<file path="config.mk">
export PLATFORM = sky130hd
export DESIGN_NAME = flow_arbiter_fsm_flat
export DESIGN_NICKNAME = d
export VERILOG_FILES = /design/src/rtl/flow_arbiter_fsm_if.sv /design/src/rtl/flow_arbiter_fsm.sv /design/src/flat_wrapper.sv
export SDC_FILE = /design/constraint.sdc
export NUM_CORES = 1
export LEC_CHECK = 0
export CORE_AREA = 10 10 58 95
export DETAILED_ROUTE_END_ITERATION = 12
export DIE_AREA = 0 0 68 105
export GPL_ROUTABILITY_DRIVEN = 0
export GPL_TIMING_DRIVEN = 0
export SLEW_MARGIN = 20
export SYNTH_ARGS = -nofsm -noshare
export SYNTH_HDL_FRONTEND = slang
export SYNTH_SLANG_ARGS = --single-unit
</file>
<file path="constraint.sdc">
create_clock -name clk -period 2.5 [get_ports clk]
set_input_delay 0.5 -clock clk [delete_from_list [all_inputs] [get_ports clk]]
set_output_delay 0.5 -clock clk [all_outputs]
set_load 0.01 [all_outputs]
</file>
<file path="src/rtl/flow_arbiter_fsm_if.sv">
// ---------------------------------------------------------------------------
// flow_arbiter_fsm_if
// Bundles the flow-control arbiter's handshake and bus signals.
//   master : arbiter side (drives VC pops, Main FIFO push, thresholds, status)
//   slave  : surrounding FIFOs / environment side
// Signals:
//   init, umbral_lleno_in, umbral_vacio_in : threshold load request and values
//   vc_empty, vc_data, vc_rd               : virtual-channel FIFO side
//   main_full, main_almost_full            : Main FIFO status
//   main_wr, main_data                     : Main FIFO push
//   umbral_lleno, umbral_vacio             : distributed thresholds
//   grant, state, idle_out, active_out, error_out : status
// ---------------------------------------------------------------------------
interface flow_arbiter_fsm_if #(
  parameter int DATA_W   = 6,
  parameter int NUM_VC   = 4,
  parameter int UMBRAL_W = 3
);
  logic                       init;
  logic [UMBRAL_W-1:0]        umbral_lleno_in;
  logic [UMBRAL_W-1:0]        umbral_vacio_in;
  logic [NUM_VC-1:0]          vc_empty;
  logic [NUM_VC*DATA_W-1:0]   vc_data;
  logic [NUM_VC-1:0]          vc_rd;
  logic                       main_full;
  logic                       main_almost_full;
  logic                       main_wr;
  logic [DATA_W-1:0]          main_data;
  logic [UMBRAL_W-1:0]        umbral_lleno;
  logic [UMBRAL_W-1:0]        umbral_vacio;
  logic [1:0]                 grant;
  logic [2:0]                 state;
  logic                       idle_out;
  logic                       active_out;
  logic                       error_out;

  modport master (
    input  init, umbral_lleno_in, umbral_vacio_in, vc_empty, vc_data,
           main_full, main_almost_full,
    output vc_rd, main_wr, main_data, umbral_lleno, umbral_vacio, grant,
           state, idle_out, active_out, error_out
  );

  modport slave (
    output init, umbral_lleno_in, umbral_vacio_in, vc_empty, vc_data,
           main_full, main_almost_full,
    input  vc_rd, main_wr, main_data, umbral_lleno, umbral_vacio, grant,
           state, idle_out, active_out, error_out
  );
endinterface

</file>
<file path="src/rtl/flow_arbiter_fsm.sv">
// ---------------------------------------------------------------------------
// flow_arbiter_fsm
// Round-robin arbiter moving words from four virtual-channel FIFOs into the
// Main FIFO, with RESET/INIT/IDLE/ACTIVE/ERROR sequencing and threshold
// distribution.
// Ports:
//   clk   : clock, all state on rising edge
//   reset : asynchronous active-high reset
//   bus   : flow_arbiter_fsm_if.master (see interface for signal list)
// ---------------------------------------------------------------------------
module flow_arbiter_fsm #(
  parameter int DATA_W   = 6,
  parameter int NUM_VC   = 4,
  parameter int UMBRAL_W = 3
) (
  input  logic                 clk,
  input  logic                 reset,
  flow_arbiter_fsm_if.master   bus
);

  typedef enum logic [2:0] {
    ST_RESET  = 3'd0,
    ST_INIT   = 3'd1,
    ST_IDLE   = 3'd2,
    ST_ACTIVE = 3'd3,
    ST_ERROR  = 3'd4
  } state_e;

  state_e              state_q;
  logic [1:0]          grant_q;
  logic                main_wr_q;
  logic [DATA_W-1:0]   main_data_q;
  logic [UMBRAL_W-1:0] lleno_q;
  logic [UMBRAL_W-1:0] vacio_q;

  logic                any_req_s;
  logic                overflow_s;
  logic                grant_ok_s;
  logic [1:0]          winner_s;
  logic [NUM_VC-1:0]   vc_rd_s;
  logic [DATA_W-1:0]   head_s;

  // First requester after 'last' in circular order; 'last' itself is checked
  // last. Scanning from the farthest offset down lets the nearest one win.
  function automatic logic [1:0] rr_pick(input logic [3:0] req, input logic [1:0] last);
    logic [1:0] idx;
    rr_pick = last;
    for (int k = 4; k >= 1; k--) begin
      idx = last + 2'(k);
      if (req[idx]) begin
        rr_pick = idx;
      end else begin
        rr_pick = rr_pick;
      end
    end
  endfunction

  // Grant decision and combinational pop strobe
  always_comb begin
    any_req_s  = |(~bus.vc_empty);
    // A push into a full Main FIFO is an overflow in any state but RESET.
    overflow_s = (state_q != ST_RESET) && main_wr_q && bus.main_full;
    winner_s   = rr_pick(~bus.vc_empty, grant_q);
    head_s     = bus.vc_data[winner_s*DATA_W +: DATA_W];
    // No pop on an overflow cycle: the word would be lost once ERROR is entered.
    grant_ok_s = (state_q == ST_ACTIVE) && !bus.init && !bus.main_almost_full
                 && any_req_s && !overflow_s;
    vc_rd_s    = '0;
    if (grant_ok_s) begin
      vc_rd_s[winner_s] = 1'b1;
    end else begin
      vc_rd_s = '0;
    end
  end

  // State machine, push path and threshold registers
  always_ff @(posedge clk or posedge reset) begin
    if (reset) begin
      state_q     <= ST_RESET;
      grant_q     <= 2'd3;
      main_wr_q   <= 1'b0;
      main_data_q <= '0;
      lleno_q     <= '0;
      vacio_q     <= '0;
    end else begin
      main_wr_q <= grant_ok_s;
      if (grant_ok_s) begin
        grant_q     <= winner_s;
        main_data_q <= head_s;
      end
      case (state_q)
        ST_RESET: state_q <= ST_INIT;
        ST_INIT: begin
          lleno_q <= bus.umbral_lleno_in;
          vacio_q <= bus.umbral_vacio_in;
          if (overflow_s)                                        state_q <= ST_ERROR;
          else if (bus.init)                                     state_q <= ST_INIT;
          else if (bus.umbral_vacio_in >= bus.umbral_lleno_in)   state_q <= ST_ERROR;
          else                                                   state_q <= ST_IDLE;
        end
        ST_IDLE: begin
          if (overflow_s)     state_q <= ST_ERROR;
          else if (bus.init)  state_q <= ST_INIT;
          else if (any_req_s) state_q <= ST_ACTIVE;
          else                state_q <= ST_IDLE;
        end
        ST_ACTIVE: begin
          if (overflow_s)      state_q <= ST_ERROR;
          else if (bus.init)   state_q <= ST_INIT;
          else if (grant_ok_s) state_q <= ST_ACTIVE;
          else if (!any_req_s) state_q <= ST_IDLE;
          else                 state_q <= ST_ACTIVE;  // stalled on almost-full
        end
        ST_ERROR: state_q <= ST_ERROR;
        default:  state_q <= ST_ERROR;
      endcase
    end
  end

  assign bus.vc_rd        = vc_rd_s;
  assign bus.main_wr      = main_wr_q;
  assign bus.main_data    = main_data_q;
  assign bus.umbral_lleno = lleno_q;
  assign bus.umbral_vacio = vacio_q;
  assign bus.grant        = grant_q;
  assign bus.state        = state_q;
  assign bus.idle_out     = (state_q == ST_IDLE);
  assign bus.active_out   = (state_q == ST_ACTIVE);
  assign bus.error_out    = (state_q == ST_ERROR);

endmodule

</file>
<file path="src/flat_wrapper.sv">
// flat-port wrapper written by rule: the top's interface ports become plain ports
module flow_arbiter_fsm_flat 
#(
  parameter int DATA_W   = 6,
  parameter int NUM_VC   = 4,
  parameter int UMBRAL_W = 3
)
  (clk, reset, bus_init, bus_umbral_lleno_in, bus_umbral_vacio_in, bus_vc_empty, bus_vc_data, bus_main_full, bus_main_almost_full, bus_vc_rd, bus_main_wr, bus_main_data, bus_umbral_lleno, bus_umbral_vacio, bus_grant, bus_state, bus_idle_out, bus_active_out, bus_error_out);
  flow_arbiter_fsm_if #(.DATA_W(DATA_W), .NUM_VC(NUM_VC), .UMBRAL_W(UMBRAL_W)) bus_i ();
  input  logic clk;
  input  logic reset;
  input wire logic [$bits(bus_i.init)-1:0] bus_init;
  input wire logic [$bits(bus_i.umbral_lleno_in)-1:0] bus_umbral_lleno_in;
  input wire logic [$bits(bus_i.umbral_vacio_in)-1:0] bus_umbral_vacio_in;
  input wire logic [$bits(bus_i.vc_empty)-1:0] bus_vc_empty;
  input wire logic [$bits(bus_i.vc_data)-1:0] bus_vc_data;
  input wire logic [$bits(bus_i.main_full)-1:0] bus_main_full;
  input wire logic [$bits(bus_i.main_almost_full)-1:0] bus_main_almost_full;
  output wire logic [$bits(bus_i.vc_rd)-1:0] bus_vc_rd;
  output wire logic [$bits(bus_i.main_wr)-1:0] bus_main_wr;
  output wire logic [$bits(bus_i.main_data)-1:0] bus_main_data;
  output wire logic [$bits(bus_i.umbral_lleno)-1:0] bus_umbral_lleno;
  output wire logic [$bits(bus_i.umbral_vacio)-1:0] bus_umbral_vacio;
  output wire logic [$bits(bus_i.grant)-1:0] bus_grant;
  output wire logic [$bits(bus_i.state)-1:0] bus_state;
  output wire logic [$bits(bus_i.idle_out)-1:0] bus_idle_out;
  output wire logic [$bits(bus_i.active_out)-1:0] bus_active_out;
  output wire logic [$bits(bus_i.error_out)-1:0] bus_error_out;
  assign bus_i.init = bus_init;
  assign bus_i.umbral_lleno_in = bus_umbral_lleno_in;
  assign bus_i.umbral_vacio_in = bus_umbral_vacio_in;
  assign bus_i.vc_empty = bus_vc_empty;
  assign bus_i.vc_data = bus_vc_data;
  assign bus_i.main_full = bus_main_full;
  assign bus_i.main_almost_full = bus_main_almost_full;
  assign bus_vc_rd = bus_i.vc_rd;
  assign bus_main_wr = bus_i.main_wr;
  assign bus_main_data = bus_i.main_data;
  assign bus_umbral_lleno = bus_i.umbral_lleno;
  assign bus_umbral_vacio = bus_i.umbral_vacio;
  assign bus_grant = bus_i.grant;
  assign bus_state = bus_i.state;
  assign bus_idle_out = bus_i.idle_out;
  assign bus_active_out = bus_i.active_out;
  assign bus_error_out = bus_i.error_out;
  flow_arbiter_fsm #(.DATA_W(DATA_W), .NUM_VC(NUM_VC), .UMBRAL_W(UMBRAL_W)) u_core (.clk(clk), .reset(reset), .bus(bus_i));
endmodule
</file>
### Word-level counts from Yosys, hierarchy flattened

Index checks and enable logic that the tools add are counted.

| storage, ports and cells | value |
|---|---|
| register bits after elaboration | 18 |
| input bits | 39 |
| logic and storage cells | 57 |

| operators by class | value |
|---|---|
| add/sub/neg operators | 3 |
| $mul | 1 |
| order comparisons | 6 |
| equal/unequal tests | 4 |
| shift-type cells | 1 |
| mux-type cells | 22 |
| bitwise logic cells | 1 |
| reduce and logical (&&, ||, !) cells | 13 |

Operators by type and width:

| kind | number |
|---|---|
| 2-to-1 mux 3 bit | 8 |
| variable part select 24 x 6 -> 6 bit | 1 |
| < comparator 2 x 3 -> 1 bit, second input constant | 4 |
| case mux 3 bit (4 select lines) | 1 |
| logical AND 1 bit | 7 |
| binary-select mux 1 bit (select 2 bit) | 3 |
| == test 3 x 2 -> 1 bit, second input constant | 2 |
| 2-to-1 mux 2 bit | 3 |
| 2-to-1 mux 1 bit | 5 |
| adder 2 bit, second input constant | 2 |
| multiplier 2 x 2 -> 4 bit, second input constant | 1 |
| 2-to-1 mux 4 bit | 1 |
| NOT 4 bit | 1 |
| OR reduction 4 bit | 1 |
| == test 3 x 1 -> 1 bit, second input constant | 1 |
| == test 3 bit, second input constant | 1 |
| greater-or-equal comparator 3 bit | 1 |
| logical NOT 1 bit | 3 |
| logical NOT 3 bit | 1 |
| nonzero test 3 bit | 1 |
| adder 2 x 1 -> 2 bit, second input constant | 1 |
| demux 1 bit (select 2 bit) | 1 |
| greater-or-equal comparator 2 x 1 -> 1 bit, second input constant | 1 |

### Logic depth before layout (Yosys ltp)

Gate-level depths: netlist of the first run.

| depth | value |
|---|---|
| depth in word-level cells | 11 |
| depth in mapped cells | 7 |
| gate-level depth less buffers | 7 |

### Worst setup path before layout of the first run

No wires, ideal clock.

| timing path | value |
|---|---|
| path type | input -> output |
| from | input bus_main_almost_full |
| to | output bus_vc_rd[3] |
| arrival | 1,417 ps |
| data required time | 2,000 ps |
| path slack | 583 ps |
| stages on the path | 6 |
| path buffers | 1 |
| cells stage by stage | nor3b_1 and4_1 nor2b_1 buf_2 inv_2 a21oi_1 |

| between the ends | value |
|---|---|
| cells in the longest elaborated chain, start to end | 5 |

Ends and longest elaborated chain:

| item | line | text |
|---|---|---|
| start: declaration | flat_wrapper.sv:18 | `input wire logic [$bits(bus_i.main_almost_full)-1:0] bus_main_almost_full;` |
| logical NOT 1 bit | flow_arbiter_fsm.sv:66 | `grant_ok_s = (state_q == ST_ACTIVE) && !bus.init && !bus.main_almost_full` |
| logical AND 1 bit | flow_arbiter_fsm.sv:66 |  |
| logical AND 1 bit (2 in a row) | flow_arbiter_fsm.sv:67 | `&& any_req_s && !overflow_s;` |
| 2-to-1 mux 4 bit | flow_arbiter_fsm.sv:69 | `if (grant_ok_s) begin` |
| end: declaration | flat_wrapper.sv:19 | `output wire logic [$bits(bus_i.vc_rd)-1:0] bus_vc_rd;` |

No other way between the ends.

### Worst setup path after layout of the first run

| timing path | value |
|---|---|
| from | input bus_vc_empty[3] |
| to | register u_core.state_q[0], in the netlist u_core.bus.state[0] |

| between the ends | value |
|---|---|
| cells in the longest elaborated chain, start to end | 8 |
| elaborated cells on any way between the ends | 11 |
| those cells by class | mux: 7; bitwise: 1; reduce/logical: 3 |

Ends and longest elaborated chain:

| item | line | text |
|---|---|---|
| start: declaration | flat_wrapper.sv:15 | `input wire logic [$bits(bus_i.vc_empty)-1:0] bus_vc_empty;` |
| NOT 4 bit (*) | flow_arbiter_fsm.sv:60 | `any_req_s = \|(~bus.vc_empty);` |
| OR reduction 4 bit (*) | flow_arbiter_fsm.sv:60 |  |
| logical AND 1 bit (2 in a row) | flow_arbiter_fsm.sv:67 |  |
| 2-to-1 mux 3 bit | flow_arbiter_fsm.sv:110 | `else if (grant_ok_s) state_q <= ST_ACTIVE;` |
| 2-to-1 mux 3 bit | flow_arbiter_fsm.sv:109 | `else if (bus.init) state_q <= ST_INIT;` |
| 2-to-1 mux 3 bit | flow_arbiter_fsm.sv:108 | `if (overflow_s) state_q <= ST_ERROR;` |
| case mux 3 bit (4 select lines) (*) | flow_arbiter_fsm.sv:91 | `case (state_q)` |
| end signal: assignment | flow_arbiter_fsm.sv:108 |  |
| end signal: assignment | flow_arbiter_fsm.sv:109 |  |
| end signal: assignment | flow_arbiter_fsm.sv:110 |  |
| end: declaration | flow_arbiter_fsm.sv:29 | `state_e state_q;` |

Mark *: on every way between the ends. The rest lies on a longest branch, timed or not.
A chain may end at the register's enable or synchronous reset.

==> results of run 1 <==
[area by class of cell]
class,instances,area (um2)
buffer,4,35.0
fill,375,1940
tap,48,60.1
timing repair buffer,74,702
inverter,8,30.0
sequential,18,453
clock buffer,4,55.1
multi-input combinational,80,627
[critical path: cells and delay by family]
| family | cells | cell delay (ns) |
|---|---|---|
| buffers and inverters | 11 | 1.52 |
| AO/OA/AOI/OAI | 2 | 0.30 |
| AND/OR/NAND/NOR | 2 | 0.22 |
[cell usage after synthesis, drive strengths merged, types with 2 or more instances]
library cell  count
a221oi            6
ha                3
inv               8
nand2b            2
a211oi            6
nor2             15
a21o              2
and2              7
mux2              6
mux2i             7
o21ai             2
a21oi             7
dfstp             2
nand2             2
buf               4
nor2b             2
dfrtp            16
nor3b             2
[stage by stage]
stage / hold WS (ns) / area (um2)
after global routing: 0.502 / 1960
after detailed placement: 0.474 / 1820
after CTS: 0.491 / 1950
after floorplan: 0.437 / 1120
after global placement: 0.470 / 1820
final: 0.489 / 1960
[registers in the layout, indices dropped and copies added (netlist names)]
name,cells
u_core.bus.umbral_vacio,3
u_core.bus.grant,2
u_core.bus.umbral_lleno,3
u_core.bus.state,3
u_core.bus.main_data,6
u_core.bus.main_wr,1
[final timing paths]
kind	to	slack, ns	cells past startpoint
setup reg to reg	u_core.bus.main_data[1]	0.82	5
min in group asynchronous	u_core.bus.main_data[3]	0.66	2
max in group asynchronous	u_core.bus.main_wr	1.39	2
hold reg to reg	u_core.bus.umbral_vacio[0]	0.49	1
setup / recovery	u_core.bus.state[0]	0.10	15
hold / removal	u_core.bus.umbral_vacio[0]	0.49	1
[layer usage]
layer	global-route usage, %	vias up
met2	20.7	49
met4	3.76	0
li1	-	561
met3	2.99	4
met5	0	-
met1	12.0	541
[power groups by stage]
stage                     combinational (W)  sequential [W]  clock, W
after detailed placement           0.000494        0.000430         0
final                              0.000489        0.000425  0.000241
after global routing               0.000529        0.000436  0.000254
after floorplan                    0.000172        0.000459         0
after CTS                          0.000499        0.000424  0.000242
after global placement             0.000484        0.000426         0
[cell families after synthesis]
family / share of synthesized area, %
compound gates: 22.8
fa+ha+maj: 3.34
buf+inv: 5.56
flops: 40.3
mux: 12.2
simple gates: 15.8
[repair_timing]
item                       CTS  global route
setup buffers               11             0
hold buffers                 0             0
gates resized for setup     18             6
pin swaps                    2             2
setup endpoints to repair    4             5
==> run summary, run 1 <==
Final #Nets = 231
Via density = 4.89
commonest cells after routing, fill and taps aside = 54 x clkdlybuf4s50_1, 16 x dfrtp_1, 15 x nor2_1
pre-CTS WS = -0.463 ns
TritonCTS buffer count = 3
Fmax = 417 MHz
Fin. Hold Viols = 0
Util after Layout = 50.3%
switching share of power = 30.3%
Clock Power Share = 20.9%
CP max stage delay = 0.27 ns
Worst Path Max Fanout = 5
Cell Pwr Density = 588 nW/um2
Core Rows = 30
final setup TNS = 0 ns
metal3 WL = 324 um
DR DRC count = 0
critical path launch point type = primary input
Pint = 0.000804 W
critical path class = in -> reg
total power = 0.00115 W
top cells by area, synth = dfrtp_1 36%, mux2i_1 6.2%, nor2_1 5.0%
post-synthesis cell type count = 37
vias in the first global route = 1320
slowest stage cell on the critical path = dlygate4sd2_1
H-tree levels = 1
Tightest Hold Check Type = reg -> reg
Final ANT Viol Nets = 0
Post-DP HPWL = 3280 um
Slew Viols, Final = 0
Die ar. = 7140 um2
pin count of the biggest net entering global routing = 19
most frequent CP cell = buf_4
1st-pass router iterations = 4
Clock Latency Late Sink = 0.26 ns
hold_sp = u_core.bus.umbral_vacio[0]
layout cells sized above 1 = 20.7%
most common cell after layout, fill and taps aside = clkdlybuf4s50_1
Initial Utilization = 28.8%
RSZ-0062 raised after global routing = no
EDFF count, synth = 0
Peak supply drop = 0.379 mV
Synth Instances = 110
Critical R2R Launch = u_core.bus.grant[0]
Max Clock Skew = 0.00747 ns
wire length per cell = 17.4 um
Sw Pwr = 0.000350 W
initial antenna violation count = 0
register bit total from synthesis = 18
worst slew pin tran = 0.702 ns
grt ovf = 0
Worst-path clk slew = 0.07 ns
Yosys warnings = 0
WP data required = 2.63 ns
Period minus WS final = 2.40 ns
Clock Tree Buf Depth = 2
Die X = 68 um
non-filler cells, final = 236
post-synth top area cell = dfrtp_1
clock sinks = 18
wl on met1 = 1600 um
TritonCTS clock tree = built
Worst Setup Slack, final = 0.100 ns
Slew HR = 53.2%
Avg Inst Size Synth = 10.2 um2
CP Launch Point = bus_vc_empty[3]
GR Util All Layers = 11.4%
Post-Route WL = 4100 um
Leak = 0.862 nW
Reg power frac = 36.8%
Root Driver = clkbuf_8
n_diodes = 0
share of the synthesized area in the top cell type = 35.6%
area of the mapped netlist = 1120 um2
Gate power share = 42.3%
Max-Cap Viols = 0
Die H = 105 um
top sig layer = met4
status = completed
Seq/Total Area, Yosys = 40.3%
initial DRC count = 34
input/output buffers = 63
crit end category = flop
top_reg_cell synth = dfrtp_1
Final period util = 96.0%
# IOs = 64
async set-or-reset flop fraction in the synthesized netlist = 100%
# setup viols final = 0
CORE AREA = 3900 um2
placed cell count = 221
crit path DAT = 2.53 ns
Post-Syn Nets = 152
P&R area growth vs syn = 74.4%
first-pass GRT wire length = 6470 um
sequence of cells on the critical path = dlygate4sd2_1, nand4_1, buf_4, buf_4, buf_4, buf_4, buf_4, buf_4, buf_4, buf_4, buf_4, buf_4, a21o_1, a21oi_1, nor2_1
met2 routed WL = 2110 um
vias = 1155
(Power assumes the default switching activity.)
==> inputs of run 2 (changes only) <==
- ABC_CLOCK_PERIOD_IN_PS: not set -> 2500
- CTS_BUF_LIST: not set -> sky130_fd_sc_hd__clkbuf_16
==> run 2 against run 1 <==
Against the previous run:
- via count down 0.52%
- flip-flop and latch count stayed put
- register-to-register slack got worse by 0.02 ns
- maximum frequency fell by 0.31%
- final area up 0.83%
- non-clock buffer count did not move
- sequential share of layout area is 0.19 points lower
- sequential power about the same
- clock-buffer cell count decreased by 1
- hold slack worse by 0.0042 ns
- critical endpoint unchanged
==> run summary, run 2 (same netlist as run 1, synthesis figures left out) <==
DR DRC count = 0 (unchanged)
TritonCTS buffer count = 3 (unchanged)
Worst Path Max Fanout = 5 (unchanged)
critical path class = in -> reg
Root Driver = clkbuf_16
P&R area growth vs syn = 75.9%
Gate power share = 39.4% (-2.9 points)
R2R depth = 4 (-1)
sequence of cells on the critical path = dlygate4sd2_1, nand4_1, buf_4, buf_4, buf_4, buf_4, buf_4, buf_4, buf_4, buf_4, buf_4, buf_4, a21o_1, a21oi_1, nor2_1
Worst R2R Setup Slack = 0.80 ns (-0.02 ns)
Fmax = 415 MHz (-0.31%)
grt ovf = 0 (unchanged)
clock sinks = 18 (unchanged)
pin count of the biggest net entering global routing = 19 (unchanged)
commonest cells after routing, fill and taps aside = 54 x clkdlybuf4s50_1, 16 x dfrtp_1, 15 x nor2_1
most frequent CP cell = buf_4
Slew HR = 53.0% (-0.19 points)
CP max stage delay = 0.29 ns (+0.02 ns)
Final period util = 96.3% (+0.30 points)
Slew Viols, Final = 0 (unchanged)
placed cell count = 221 (unchanged)
CORE AREA = 3900 um2 (unchanged)
Die X = 68 um (unchanged)
Leak = 0.865 nW (+0.30%)
Critical R2R Launch = u_core.bus.grant[1]
Final ANT Viol Nets = 0 (unchanged)
Fin. Hold Viols = 0 (unchanged)
Via density = 4.87 (-0.52%)
crit path capture = u_core.bus.state[0]
CP Launch Point = bus_vc_empty[1]
Clock Tree Buf Depth = 2 (unchanged)
vias in the first global route = 1324 (+0.30%)
Clock Power Share = 26.3% (+5.4 points)
dpl cell area = 1820 um2 (unchanged)
critical path launch point type = primary input
vias = 1149 (-0.52%)
Reg power frac = 34.3% (-2.5 points)
Post-DP HPWL = 3280 um (unchanged)
first-pass GRT wire length = 6610 um (+2.1%)
n_diodes = 0 (unchanged)
worst r2r dst = u_core.bus.main_data[5]
initial DRC count = 31 (-8.8%)
worst slew pin tran = 0.705 ns (+0.00290 ns)
Util after Layout = 50.7% (+0.42 points)
total power = 0.00124 W (+7.5%)
most common cell after layout, fill and taps aside = clkdlybuf4s50_1
slowest stage cell on the critical path = dlygate4sd2_1
non-filler cells, final = 236 (unchanged)
Sw Pwr = 0.000363 W (+3.7%)
Pint = 0.000877 W (+9.1%)
crit end category = flop
Period minus WS final = 2.41 ns (+0.00738 ns)
Core Rows = 30 (unchanged)
Fin Hold WS = 0.485 ns (-0.00419 ns)
RSZ-0062 raised after global routing = no
Peak supply drop = 0.368 mV (-3.0%)
1st-pass router iterations = 4 (unchanged)
wire length per cell = 17.6 um (+1.3%)
switching share of power = 29.3% (-1.1 points)
design area = 1980 um2 (+0.83%)
max FFs per register = 6 (unchanged)
Die ar. = 7140 um2 (unchanged)
input/output buffers = 63 (unchanged)
# setup viols final = 0 (unchanged)
Clock Latency Late Sink = 0.25 ns (about the same)
TritonCTS clock tree = built
WP data required = 2.63 ns (about the same)
GR Util All Layers = 11.7% (+0.29 points)
status = completed
Post-Route WL = 4150 um (+1.3%)
initial antenna violation count = 0 (unchanged)
Tightest Hold Check Type = reg -> reg
Die H = 105 um (unchanged)
Worst-path clk slew = 0.06 ns (about the same)
crit path DAT = 2.53 ns (about the same)
# IOs = 64 (unchanged)
Max-Cap Viols = 0 (unchanged)
Cell Pwr Density = 627 nW/um2 (+6.6%)
layout cells sized above 1 = 21.3% (+0.53 points)
Initial Utilization = 28.8% (unchanged)
Max Clock Skew = 0.00509 ns (-0.00238 ns)
Final #Nets = 231 (unchanged)
H-tree levels = 1 (unchanged)
[run 2: cell types whose count changed in the layout (fill, tap and decap cells not counted)]
cell | before | now
clkinv_1 | 0 | 1
dlygate4sd2_1 | 3 | 5
nor2b_2 | 0 | 1
clkbuf_16 | 0 | 3
dlymetal6s2s_1 | 1 | 0
clkbuf_2 | 0 | 1
nor2b_1 | 2 | 1
clkbuf_8 | 4 | 0
clkdlybuf4s15_1 | 3 | 1
[run 2: final cells by class]
type | count | area (um2)
clock inverter | 1 | 3.75
sequential | 18 | 453
buffer | 4 | 35.0
multi-input combinational | 80 | 629
fill | 380 | 1930
clock buffer | 3 | 75.1
timing repair buffer | 74 | 692
tap | 48 | 60.1
inverter | 8 | 30.0
[run 2: how the worst min path moves through the flow]
| stage | from | to | slack, ns | depth (start not counted) |
|---|---|---|---|---|
| after global placement | u_core.bus.umbral_lleno[0] | u_core.bus.umbral_lleno[0] | 0.47 | 1 |
| after floorplan | reset | u_core.bus.main_data[0] | 0.44 | 1 |
| final | u_core.bus.umbral_vacio[0] | u_core.bus.umbral_vacio[0] | 0.49 | 1 |
| after CTS | u_core.bus.umbral_vacio[0] | u_core.bus.umbral_vacio[0] | 0.49 | 1 |
| after global routing | u_core.bus.umbral_lleno[1] | u_core.bus.umbral_lleno[1] | 0.50 | 1 |
| after detailed placement | u_core.bus.umbral_vacio[0] | u_core.bus.umbral_vacio[0] | 0.47 | 1 |
[run 2: metrics by stage]
stage,TNS (ns),setup WS [ns]
2_1_floorplan,0,0.583
5_1_grt,0,0.00526
6_report,0,0.0929
3_5_place_dp,-1.62,-0.463
4_1_cts,0,0.0551
3_3_place_gp,-1.54,-0.462
[run 2: critical path, delay by kind of cell]
family / cells / cell delay, ns
compound gates: 2 / 0.31
simple gates: 2 / 0.20
buf+inv: 11 / 1.53
[run 2: repair_timing]
item                       CTS  global route
hold buffers                 0             0
pin swaps                    2             3
setup buffers               11             0
setup endpoints to repair    4             4
resized for setup           19             6
[run 2: power groups by stage]
stage / clock, W / combinational, W / sequential (W)
final: 0.000326 / 0.000489 / 0.000425
after detailed placement: 0 / 0.000494 / 0.000430
after CTS: 0.000328 / 0.000499 / 0.000425
after floorplan: 0 / 0.000172 / 0.000459
after global routing: 0.000341 / 0.000529 / 0.000437
after global placement: 0 / 0.000484 / 0.000426
[run 2: per-layer routing]
layer  vias up  GRT usage (%)  share of wire (%)
li1        560              -                  -
met4         0           4.19                1.6
met5         -              0                  0
met1       538           12.5                 40
met3         4           3.32                7.5
met2        47           20.7                 51
==> inputs of run 3 (changes only) <==
- HOLD_SLACK_MARGIN: not set -> 0.1
==> results of run 3 <==
Same layout as run 2: the final DEF is identical, and so are final timing and power.
